--- src/rtl/seg7_mux_driver_pkg.sv ---
// Shared types and constants for the two-digit 7-segment mux driver.
// Holds the FSM state enum, the hex decode table and the blank pattern.
package seg7_mux_driver_pkg;

  typedef enum logic [1:0] {
    SHOW0  = 2'd0,
    BLANK0 = 2'd1,
    SHOW1  = 2'd2,
    BLANK1 = 2'd3
  } state_e;

  localparam logic [6:0] SEG_OFF = 7'h7F;

  // Active-high gfedcba, index 0 is the rightmost entry.
  localparam logic [15:0][6:0] SEG_TABLE = {
    7'h71, 7'h79, 7'h5E, 7'h39,
    7'h7C, 7'h77, 7'h6F, 7'h7F,
    7'h07, 7'h7D, 7'h6D, 7'h66,
    7'h4F, 7'h5B, 7'h06, 7'h3F
  };

endpackage

--- src/rtl/seg7_mux_driver_hex_to_seg.sv ---
// Combinational hex digit to active-high gfedcba segment decoder.
// Ports: hex_i (4-bit digit), seg_o (7-bit segments, a = LSB).
module hex_to_seg
  import seg7_mux_driver_pkg::*;
(
  input  logic [3:0] hex_i,
  output logic [6:0] seg_o
);

  assign seg_o = SEG_TABLE[hex_i];

endmodule

--- src/rtl/seg7_mux_driver.sv ---
// Two-digit multiplexed 7-segment driver with blanking and frame-safe update.
// Ports: clk, rst, value_in/valid/ready handshake, seg_n, dig_sel, frame_tick.
module seg7_mux_driver
  import seg7_mux_driver_pkg::*;
#(
  parameter int REFRESH_DIV  = 12000,
  parameter int BLANK_CYCLES = 16
) (
  input  logic       clk,
  input  logic       rst,
  input  logic [7:0] value_in,
  input  logic       value_valid,
  output logic       value_ready,
  output logic [6:0] seg_n,
  output logic       dig_sel,
  output logic       frame_tick
);

  localparam int MAXD =
    (REFRESH_DIV > BLANK_CYCLES) ? REFRESH_DIV : BLANK_CYCLES;
  localparam int CW = $clog2(MAXD);

  state_e        state_q, state_d;
  logic [CW-1:0] cnt_q, cnt_d;
  logic [CW-1:0] lim;
  logic [7:0]    disp_q, shadow_q;
  logic          pending_q;
  logic [6:0]    seg_q;
  logic          dig_q, tick_q;

  logic       show;
  logic       done;
  logic       commit;
  logic       xfer;
  logic [3:0] hex;
  logic [6:0] dec;

  assign show = (state_q == SHOW0) || (state_q == SHOW1);
  assign lim  = show ? CW'(REFRESH_DIV - 1)
                     : CW'(BLANK_CYCLES - 1);
  assign done = (cnt_q == lim);

  // Display only updates at the frame boundary.
  assign commit = done && (state_q == BLANK1);
  assign xfer   = value_valid && !pending_q;

  assign value_ready = !pending_q;

  assign hex = (state_q == SHOW1) ? disp_q[7:4]
                                  : disp_q[3:0];

  hex_to_seg u_dec (
    .hex_i (hex),
    .seg_o (dec)
  );

  always_comb begin
    state_d = state_q;
    cnt_d   = cnt_q + 1'b1;
    if (done) begin
      cnt_d = '0;
      unique case (state_q)
        SHOW0:   state_d = BLANK0;
        BLANK0:  state_d = SHOW1;
        SHOW1:   state_d = BLANK1;
        BLANK1:  state_d = SHOW0;
        default: state_d = BLANK1;
      endcase
    end
  end

  always_ff @(posedge clk) begin
    if (rst) begin
      state_q   <= BLANK1;
      cnt_q     <= '0;
      disp_q    <= 8'h00;
      shadow_q  <= 8'h00;
      pending_q <= 1'b0;
      seg_q     <= SEG_OFF;
      dig_q     <= 1'b0;
      tick_q    <= 1'b0;
    end else begin
      state_q <= state_d;
      cnt_q   <= cnt_d;
      if (commit && pending_q) begin
        disp_q    <= shadow_q;
        pending_q <= 1'b0;
      end else if (xfer) begin
        shadow_q  <= value_in;
        pending_q <= 1'b1;
      end
      // Outputs trail the state by one cycle.
      seg_q  <= show ? ~dec : SEG_OFF;
      dig_q  <= (state_q == BLANK0) || (state_q == SHOW1);
      tick_q <= (state_q == SHOW0) && (cnt_q == '0);
    end
  end

  assign seg_n      = seg_q;
  assign dig_sel    = dig_q;
  assign frame_tick = tick_q;

endmodule

--- config.mk ---
export PLATFORM = sky130hd
export DESIGN_NAME = seg7_mux_driver
export DESIGN_NICKNAME = d
export VERILOG_FILES = /design/src/rtl/seg7_mux_driver_pkg.sv /design/src/rtl/seg7_mux_driver_hex_to_seg.sv /design/src/rtl/seg7_mux_driver.sv
export SDC_FILE = /design/constraint.sdc
export NUM_CORES = 1
export LEC_CHECK = 0
export CELL_PAD_IN_SITES_DETAIL_PLACEMENT = 1
export CELL_PAD_IN_SITES_GLOBAL_PLACEMENT = 1
export CORE_MARGIN = 2
export CORE_UTILIZATION = 46
export DETAILED_ROUTE_END_ITERATION = 6
export GPL_ROUTABILITY_DRIVEN = 0
export MAX_ROUTING_LAYER = met4
export PLACE_DENSITY = 0.79
export SLEW_MARGIN = 20
export SYNTH_ARGS = -nofsm -noshare
export SYNTH_HDL_FRONTEND = slang
export SYNTH_SLANG_ARGS = --single-unit
export TNS_END_PERCENT = 20
--- constraint.sdc ---
create_clock -name clk -period 3.3 [get_ports clk]
set_input_delay 0.66 -clock clk [delete_from_list [all_inputs] [get_ports clk]]
set_output_delay 0.66 -clock clk [all_outputs]
set_load 0.005 [all_outputs]
==> run_results.csv, run 1 <==
group,metric,value,unit
clock_network,cts.clk_slew.worst_paths,80,ps
clock_network,cts.sinks,42,
hold_path,worstHoldPathCells,2,
global_routing,grt_pass1_vias,1666,
logic_synthesis,yosysWarnings,0,
global_routing,grt_util_met1,0.244,
clock_network,clock-root-buffer,"clkbuf_8",
floorplan,die_y,69.9,um
logic_synthesis,synth_edf_count,0,
layout,area_delta_synth_final,16.1,%
global_routing,track_usage,0.199,
setup_path,crit_start,"state_q[0]",
logic_synthesis,synth_top_family_by_area,"simple AND/OR/NAND/NOR gates",
setup_path,r2r-end,"seg_n[5]",
global_routing,gr-usage-met3,0.0476,
floorplan,row_count,23,
clock_network,cts_setup_buffers,0,
pwr,irDropWorstVdd,0.000244,V
logic_synthesis,synth_compound_area_frac,0.0840,
placed_design,dp.cells,280,
logic_synthesis,synth_mux_area_frac,0.123,
floorplan,fp.coreArea,4090,um2
sta,final.setup.tns,0,ps
global_routing,met2_usage,0.309,
layout,fin_area,2320,um2
logic_synthesis,syn_inst,216,
flow_run,drv_cap,0,
floorplan,ios,21,
setup_path,crit_fanout,7,
logic_synthesis,synth.distinct_cells,40,
global_routing,grt_start_max_net_pins,19,
logic_synthesis,synth_common_cells,"dfxtp_1 (42), nor2_1 (29), nand2_1 (28), mux2i_1 (20), ha_1 (11)",
placed_design,io_buffers,20,
pwr,power_density,399,nW/um2
logic_synthesis,yosysMostFrequentCell,"dfxtp_1",
setup_path,rr_startpoint,"state_q[0]",
layout,drive_gt1_frac,0.0882,
layout,final_util,0.567,
layout,nets,259,
logic_synthesis,yosysTopAreaCell,"dfxtp_1",
clock_network,clock_latency,290,ps
floorplan,die_area,4880,um2
floorplan,fp.dieW,69.9,um
layout,final_cells,288,
sta,relSlewSlack,0.393,
setup_path,crit_required,3440,ps
routing,vias,1599,
setup_path,crit_type,"reg2reg",
logic_synthesis,synthArstFlopShare,0,
logic_synthesis,avgSynthCellArea,9.24,um2
pwr,p_leak,0.863,nW
global_routing,overflow,0,
setup_path,cp-endpoint,"seg_n[5]",
clock_network,numCtsBuffers,5,
placed_design,placement.cell_area,2220,um2
global_routing,antenna_found_initial,0,
routing,drc,0,
sta,fin_skew,2.90,ps
logic_synthesis,synth_area,2000,um2
sta,max_slew.worst_pin.slew,909,ps
clock_network,post_cts_resized,0,
routing,dr.pass1.iters,4,
sta,setup_viol,0,
setup_path,cp-end-kind,"flip-flop",
logic_synthesis,synth_xor_area_frac,0.0439,
hold_path,min_path_type,"reg2reg",
sta,fin_crit_sh,0.674,
setup_path,r2r_slack,1080,ps
logic_synthesis,ys_seq_area_frac,0.421,
sta,fmax,450,MHz
placed_design,hpwlAfterDp,3340,um
routing,vias_per_cell,5.55,
setup_path,cp-start-kind,"flip-flop",
clock_network,cts_max_level,2,
global_routing,top_usage_layer,"met2",
routing,wl_per_cell,15.4,um
routing,drtAntennaViolNets,0,
logic_synthesis,yosys_most_used_dff,"dfxtp_1",
sta,rsz0062_at_grt,"no",
floorplan,start_util,0.488,
sta,fin_crit,2220,ps
logic_synthesis,synthTopCellsByArea,"dfxtp_1 (42%), mux2i_1 (10%), ha_1 (6.9%), nor2_1 (5.5%), nand2_1 (5.3%)",
layout,diodes,0,
routing,drt_wl_total,4430,um
logic_synthesis,yosysTopAreaCellShare,0.421,
clock_network,cts_tree,"done",
clock_network,cts_buffer_depth,2,
logic_synthesis,syn_nets,238,
logic_synthesis,synthAdderAreaFrac,0.0690,
setup_path,ff2ff_path_depth,7,
routing,drt_iter0_drc,74,
logic_synthesis,synth-simple-area-share,0.216,
layout,num-fill-cells,476,
run_status,status,"finished, final reports clean",
setup_path,cp.arrival,2370,ps
logic_synthesis,ys_ff_latch,42,
clock_network,ctsHoldBuffers,0,
sta,slew_violations,0,
sta,finalHoldViolations,0,
global_routing,grt_pass1_wl,7560,um
==> how the worst min path moves through the flow <==
stage | start | end | slack [ps]
floorplan | disp_q[4] | disp_q[4] | 430
global placement | disp_q[5] | disp_q[5] | 440
detailed placement | disp_q[5] | disp_q[5] | 460
CTS | disp_q[5] | disp_q[5] | 470
global route | disp_q[0] | disp_q[0] | 490
finish | disp_q[4] | disp_q[4] | 470
==> where the power goes <==
| part | total (mW) | internal [mW] | switching (mW) |
|---|---|---|---|
| logic | 0.0512 | 0.0265 | 0.0247 |
| clock network | 0.347 | 0.168 | 0.179 |
| registers | 0.524 | 0.516 | 0.00835 |
==> cell families after synthesis <==
| family | count (synthesis) |
|---|---|
| AO/OA/AOI/OAI | 22 |
| XOR/XNOR | 10 |
| adder cells (fa/ha/maj) | 11 |
| buffers and inverters | 17 |
| flip-flops | 42 |
| multiplexers | 24 |
| AND/OR/NAND/NOR | 90 |
==> metrics by stage <==
stage	power, mW	worst slack [ps]	hold WS [ps]
2_1_floorplan	0.564	1300	431
3_3_place_gp	0.583	1040	442
3_5_place_dp	0.589	892	455
4_1_cts	0.933	1090	471
5_1_grt	0.961	916	492
6_report	0.923	1080	466
==> layout make-up <==
cell class | instances | area, um2 | area share
sequential | 42 | 841 | 0.363
clock buffer | 6 | 82.6 | 0.0357
multi-input combinational | 157 | 1070 | 0.461
clock inverter | 2 | 12.5 | 0.00540
timing repair buffer | 22 | 215 | 0.0929
tap | 50 | 62.6 | 0.0270
inverter | 9 | 33.8 | 0.0146
==> cell usage in the layout (no fill, tap or decap), types with 2 or more instances in the layout <==
| master | instances |
|---|---|
| buf_4 | 2 |
| nand4_1 | 3 |
| mux2_2 | 4 |
| xor2_1 | 5 |
| nor3_1 | 4 |
| nor2b_1 | 2 |
| o211ai_1 | 2 |
| clkbuf_8 | 6 |
| mux2i_1 | 20 |
| a21oi_1 | 6 |
| o21ai_0 | 4 |
| clkdlybuf4s50_1 | 20 |
| nand3b_1 | 2 |
| o221ai_1 | 3 |
| nor2_1 | 29 |
| and3_1 | 2 |
| or4_1 | 2 |
| xnor2_1 | 5 |
| dfxtp_1 | 42 |
| ha_1 | 11 |
| nand3_1 | 8 |
| inv_1 | 8 |
| nor4_1 | 2 |
| nand2_1 | 28 |
==> sequential cells by signal, summed over array words and instances, names as in the netlist <==
register,cells
seg_n,7
pending_q,1
cnt_q,14
dig_sel,1
shadow_q,8
state_q,2
frame_tick,1
disp_q,8
==> worst max-delay path, stage by stage (launching register included) <==
cell	delay (ps)
dfxtp_1	370
inv_1	140
ha_1	370
mux2_2	450
ha_1	270
and2_1	180
a21oi_1	150
o221ai_1	140
==> metal layers <==
metal  up-vias  share of wire  routed length (um)
met5         -              0                   0
met4         0          0.025                 112
met3        12          0.034                 149
met2        33           0.46                2050
met1       761           0.48                2120
li1        793              -                   -
Power figures use the tool's default switching activity.
==> run 2: changes to the inputs <==
--- a/config.mk
+++ b/config.mk
@@ -8,11 +8,11 @@
 export CELL_PAD_IN_SITES_DETAIL_PLACEMENT = 1
 export CELL_PAD_IN_SITES_GLOBAL_PLACEMENT = 1
 export CORE_MARGIN = 2
-export CORE_UTILIZATION = 46
+export CORE_UTILIZATION = 43
 export DETAILED_ROUTE_END_ITERATION = 6
 export GPL_ROUTABILITY_DRIVEN = 0
 export MAX_ROUTING_LAYER = met4
-export PLACE_DENSITY = 0.79
+export PLACE_DENSITY = 0.75
 export SLEW_MARGIN = 20
 export SYNTH_ARGS = -nofsm -noshare
 export SYNTH_HDL_FRONTEND = slang
==> constraint.sdc (replaced) <==
create_clock -name clk -period 2.2 [get_ports clk]
set_input_delay 0.44 -clock clk [delete_from_list [all_inputs] [get_ports clk]]
set_output_delay 0.44 -clock clk [all_outputs]
set_load 0.005 [all_outputs]
==> run 2 against run 1 <==
Non-clock buffer count grew 9. Clock skew up 3.4 ps. Sequential power rose by 50%. Design area grew 3.2%. Clock power increased by 58%. Hold slack improved by 4.8 ps. Critical endpoint is now disp_q[1]. Largest power group unchanged. Highest routed layer unchanged.
==> run_results.csv, run 2 (synthesized netlist as in run 1, its figures left out) <==
group,metric,value,unit
pwr,irDropWorstVdd,0.000401,V
placed_design,io_buffers,20,
clock_network,cts_max_level,2,
layout,final_cells,299,
placed_design,hpwlAfterDp,3350,um
clock_network,clock_latency,300,ps
run_status,status,"finished, final reports clean",
layout,largest_register_ffs,14,
setup_path,slowest_delay,570,ps
clock_network,post_cts_resized,0,
clock_network,cts.clk_slew.worst_paths,80,ps
clock_network,cts.sinks,42,
sta,setup_ws,95.4,ps
setup_path,r2r_slack,100,ps
sta,slew_violations,0,
sta,hold_slack,471,ps
global_routing,grt_pass1_vias,1582,
global_routing,antenna_found_initial,0,
routing,vias,1599,
setup_path,crit_required,2420,ps
layout,largest-register,"cnt_q",
setup_path,cp-end-kind,"flip-flop",
setup_path,crit_fanout,9,
sta,relSlewSlack,0.658,
pwr,power_density,593,nW/um2
layout,drive_gt1_frac,0.121,
hold_path,min_path_type,"reg2reg",
layout,nets,268,
routing,top_layer,"met4",
layout,fin_area,2390,um2
layout,final_common_cell,"dfxtp_1",
clock_network,cts_buffer_depth,2,
floorplan,fp.coreArea,4410,um2
clock_network,ctsHoldBuffers,0,
layout,final_util,0.541,
floorplan,die_area,5200,um2
routing,drtAntennaViolNets,0,
sta,fin_skew,6.34,ps
routing,dr.pass1.iters,4,
setup_path,critPathTopFamily,"simple AND/OR/NAND/NOR gates",
pwr,p_leak,0.906,nW
setup_path,cp-start-kind,"flip-flop",
layout,final_cell_mix,"dfxtp_1 (42), nor2_1 (29), nand2_1 (28)",
global_routing,track_usage,0.191,
sta,final.setup.tns,0,ps
routing,met1_length,2210,um
clock_network,numCtsBuffers,5,
floorplan,row_count,24,
clock_network,cts_setup_buffers,0,
placed_design,placement.cell_area,2290,um2
sta,finalHoldViolations,0,
global_routing,grt_start_max_net_pins,18,
setup_path,cp.arrival,2330,ps
floorplan,start_util,0.452,
clock_network,clock-root-buffer,"clkbuf_8",
floorplan,fp.dieW,72.1,um
sta,fin_crit,2100,ps
global_routing,overflow,0,
setup_path,crit_path_top_delay_cell,"or4_4",
setup_path,path_buf_inv,1,
global_routing,grt_pass1_wl,7500,um
flow_run,drv_cap,0,
layout,diodes,0,
sta,setup_viol,0,
placed_design,dp.cells,291,
routing,wl_per_cell,15.1,um
layout,area_delta_synth_final,19.7,%
routing,vias_per_cell,5.35,
sta,rsz0062_at_grt,"no",
floorplan,die_y,72.1,um
clock_network,cts_tree,"done",
placed_design,dp_slack,110,ps
routing,drc,0,
sta,max_slew.worst_pin.slew,511,ps
setup_path,crit_type,"reg2reg",
sta,fmax,475,MHz
setup_path,path_cells,"or4_4 -> o31a_4 -> nor4_2 -> buf_4 -> mux2i_1",
sta,fin_crit_sh,0.957,
routing,met2_length,2110,um
routing,drt_iter0_drc,111,
floorplan,ios,21,
layout,top_regs,"cnt_q: 14 flops, disp_q: 8 flops, shadow_q: 8 flops",
routing,drt_wl_total,4510,um
pwr,power,1.42,mW
routing,wl_met3,132,um
-- run 2: area by class of cell --
| type | count | area, um2 |
|---|---|---|
| Clock buffer | 6 | 82.6 |
| Clock inverter | 2 | 16.3 |
| Fill cell | 496 | 2020 |
| Inverter | 9 | 33.8 |
| Multi-Input combinational cell | 157 | 1070 |
| Sequential cell | 42 | 841 |
| Tap cell | 52 | 65.1 |
| Timing Repair Buffer | 31 | 283 |
-- run 2: path summary, 6_finish.rpt --
path                            cells after the start        end         from
worst max-delay path                                5  disp_q[1]     cnt_q[4]
worst min-delay path                                2  disp_q[2]  shadow_q[2]
worst max register to register                      5  disp_q[1]     cnt_q[4]
worst min register to register                      2  disp_q[2]  shadow_q[2]
-- run 2: power by group --
part | total [mW] | switching (mW) | internal, mW
clock | 0.548 | 0.290 | 0.259
sequential | 0.787 | 0.0128 | 0.774
combinational | 0.0814 | 0.0368 | 0.0446
total | 1.42 | 0.339 | 1.08
-- run 2: worst min-delay path, cell delays in order, from the launching register on --
cell and delay (ps):
dfxtp_1 320, nand2_1 50, mux2i_1 60
-- run 2: routing by layer --
layer | GRT usage | up-vias
li1 | - | 801
met1 | 0.251 | 769
met2 | 0.285 | 22
met3 | 0.0458 | 7
met4 | 0.0692 | 0
met5 | - | -
==> run 3: changes to the inputs <==
--- a/config.mk
+++ b/config.mk
@@ -12,7 +12,7 @@
 export DETAILED_ROUTE_END_ITERATION = 6
 export GPL_ROUTABILITY_DRIVEN = 0
 export MAX_ROUTING_LAYER = met4
-export PLACE_DENSITY = 0.75
+export PLACE_DENSITY_LB_ADDON = 0.1
 export SLEW_MARGIN = 20
 export SYNTH_ARGS = -nofsm -noshare
 export SYNTH_HDL_FRONTEND = slang
==> constraint.sdc (replaced) <==
create_clock -name clk -period 2 [get_ports clk]
set_input_delay 0.4 -clock clk [delete_from_list [all_inputs] [get_ports clk]]
set_output_delay 0.4 -clock clk [all_outputs]
set_load 0.005 [all_outputs]
==> run 3 against run 2 <==
Die area unchanged. Sequential share of layout area fell by 1.5 points. Core utilization rose by 2.7 points. Register-to-register slack worse by 70 ps. Fmax up 6.8%. Hold slack better by 18 ps. Clock skew increased by 4.0 ps. Via count is 4.1% higher. Clock-buffer cell count grew 1. Sequential power increased by 9.7%. Cell count rose by 3.0%.
==> run_results.csv, run 3 (synthesized netlist as in run 1, its figures left out) <==
group,metric,value,unit
floorplan,ios,21,
flow_run,drv_cap,0,
clock_network,cts_max_level,2,
routing,vias_per_cell,5.41,
layout,num-fill-cells,507,
pwr,power_density,604,nW/um2
clock_network,clock_latency,290,ps
global_routing,overflow,0,
pwr,irDropWorstVdd,0.000459,V
routing,drt_iter0_drc,82,
sta,setup_viol,0,
clock_network,clock-root-buffer,"clkbuf_8",
setup_path,crit_required,2200,ps
clock_network,cts.clk_slew.worst_paths,80,ps
clock_network,ctsHoldBuffers,0,
floorplan,die_area,5200,um2
sta,fin_skew,10.4,ps
floorplan,fp.coreArea,4410,um2
layout,final_common_cell,"dfxtp_1",
routing,drt_wl_total,4840,um
layout,top_regs,"cnt_q: 14 flops, disp_q: 8 flops, shadow_q: 8 flops",
floorplan,row_count,24,
layout,final_cell_mix,"dfxtp_1 (40), nor2_1 (29), nand2_1 (28)",
placed_design,dp_slack,-27.0,ps
layout,largest-register,"cnt_q",
setup_path,cp.arrival,2180,ps
routing,drc,0,
hold_path,hold_end,"cnt_q[0]",
hold_path,min_from,"cnt_q[0]",
setup_path,cp-end-kind,"flip-flop",
setup_path,r2r-end,"disp_q[1]",
setup_path,crit_type,"reg2reg",
global_routing,track_usage,0.207,
layout,diodes,0,
routing,wl_per_cell,15.7,um
setup_path,r2r_slack,30,ps
sta,setup_ws,29.6,ps
placed_design,placement.cell_area,2340,um2
global_routing,antenna_found_initial,0,
layout,drive_gt1_frac,0.168,
clock_network,cts.sinks,42,
sta,relSlewSlack,0.567,
routing,drtAntennaViolNets,0,
global_routing,grt_pass1_wl,8310,um
sta,fmax,508,MHz
setup_path,ff2ff_path_depth,5,
global_routing,grt_start_max_net_pins,17,
clock_network,cts_buffer_depth,2,
setup_path,crit_fanout,5,
floorplan,start_util,0.452,
sta,finalHoldViolations,0,
placed_design,hpwlAfterDp,3390,um
sta,max_slew.worst_pin.slew,646,ps
floorplan,fp.dieW,72.1,um
clock_network,numCtsBuffers,5,
routing,dr.pass1.iters,4,
clock_network,cts_tree,"done",
layout,area_delta_synth_final,25.6,%
layout,fin_area,2510,um2
floorplan,die_y,72.1,um
pwr,p_leak,0.959,nW
run_status,status,"finished, final reports clean",
sta,fin_crit_sh,0.985,
hold_path,min_path_type,"reg2reg",
setup_path,rr_startpoint,"state_q[0]",
sta,fin_crit,1970,ps
hold_path,worstHoldPathCells,1,
routing,vias,1665,
layout,largest_register_ffs,14,
placed_design,io_buffers,20,
layout,nets,277,
global_routing,grt_pass1_vias,1712,
sta,slew_violations,0,
setup_path,cp-start-kind,"flip-flop",
run 3: changes by cell type in the layout (fill, tap and decap cells not counted), sizes merged:
cell | previous run | this run
inv | 9 | 8
clkbuf | 6 | 7
buf | 11 | 20
clkinv | 1 | 2
clkinvlp | 1 | 0
run 3: metrics by stage:
stage          TNS, ps  total power, mW  utilization  std cells  hold WS [ps]
3_3_place_gp         0            0.971        0.530        296           451
2_1_floorplan        0            0.931            -        216           431
4_1_cts              0             1.53        0.557        305           488
3_5_place_dp     -27.0            0.976        0.530        296           459
6_report             0             1.51        0.568        308           489
5_1_grt          -13.1             1.59        0.568        308           513
run 3: worst max-delay path by stage:
| stage | depth (start not counted) | start | slack, ps | to |
|---|---|---|---|---|
| after floorplan | 8 | state_q[0] | 4 | seg_n[5] |
| after global placement | 8 | state_q[0] | 100 | seg_n[3] |
| after detailed placement | 5 | state_q[0] | -30 | disp_q[6] |
| after CTS | 5 | cnt_q[13] | 5 | disp_q[1] |
| after global routing | 5 | state_q[0] | -8 | disp_q[1] |
| final | 5 | state_q[0] | 30 | disp_q[1] |
run 3: power by group:
part	switching (mW)	internal (mW)	total [mW]
Combinational	0.0415	0.0506	0.0921
Clock	0.280	0.279	0.559
Sequential	0.0129	0.850	0.863
run 3: per-layer routing:
| layer | global-route usage | routed length, um | vias up | part of all wire |
|---|---|---|---|---|
| met4 | 0.0566 | 72 | 0 | 0.015 |
| met3 | 0.0458 | 148 | 10 | 0.031 |
| met1 | 0.273 | 2290 | 803 | 0.47 |
| met5 | - | 0 | - | 0 |
| met2 | 0.321 | 2330 | 33 | 0.48 |
| li1 | - | - | 819 | - |
run 3: cell type report:
type,count,area (um2),area share
multi-input cells,157,1100,0.441
flip-flops and latches,42,846,0.337
repair buffers,40,367,0.146
clock buffers,7,86.3,0.0344
well taps,52,65.1,0.0259
inverters,9,33.8,0.0135
clock inverters,1,5.00,0.00200
run 3: what timing repair did:
item,CTS,global route
gates resized for setup,6,8
gates cloned,1,0
setup endpoints to repair,6,12
pin swaps,0,2
buffers inserted,0,3
run 3: worst max-delay path, cell delays in order (launching register included):
cell	delay [ps]
dfxtp_4	370
or3b_2	450
a211o_4	370
nor4_4	270
buf_6	180
mux2i_2	230
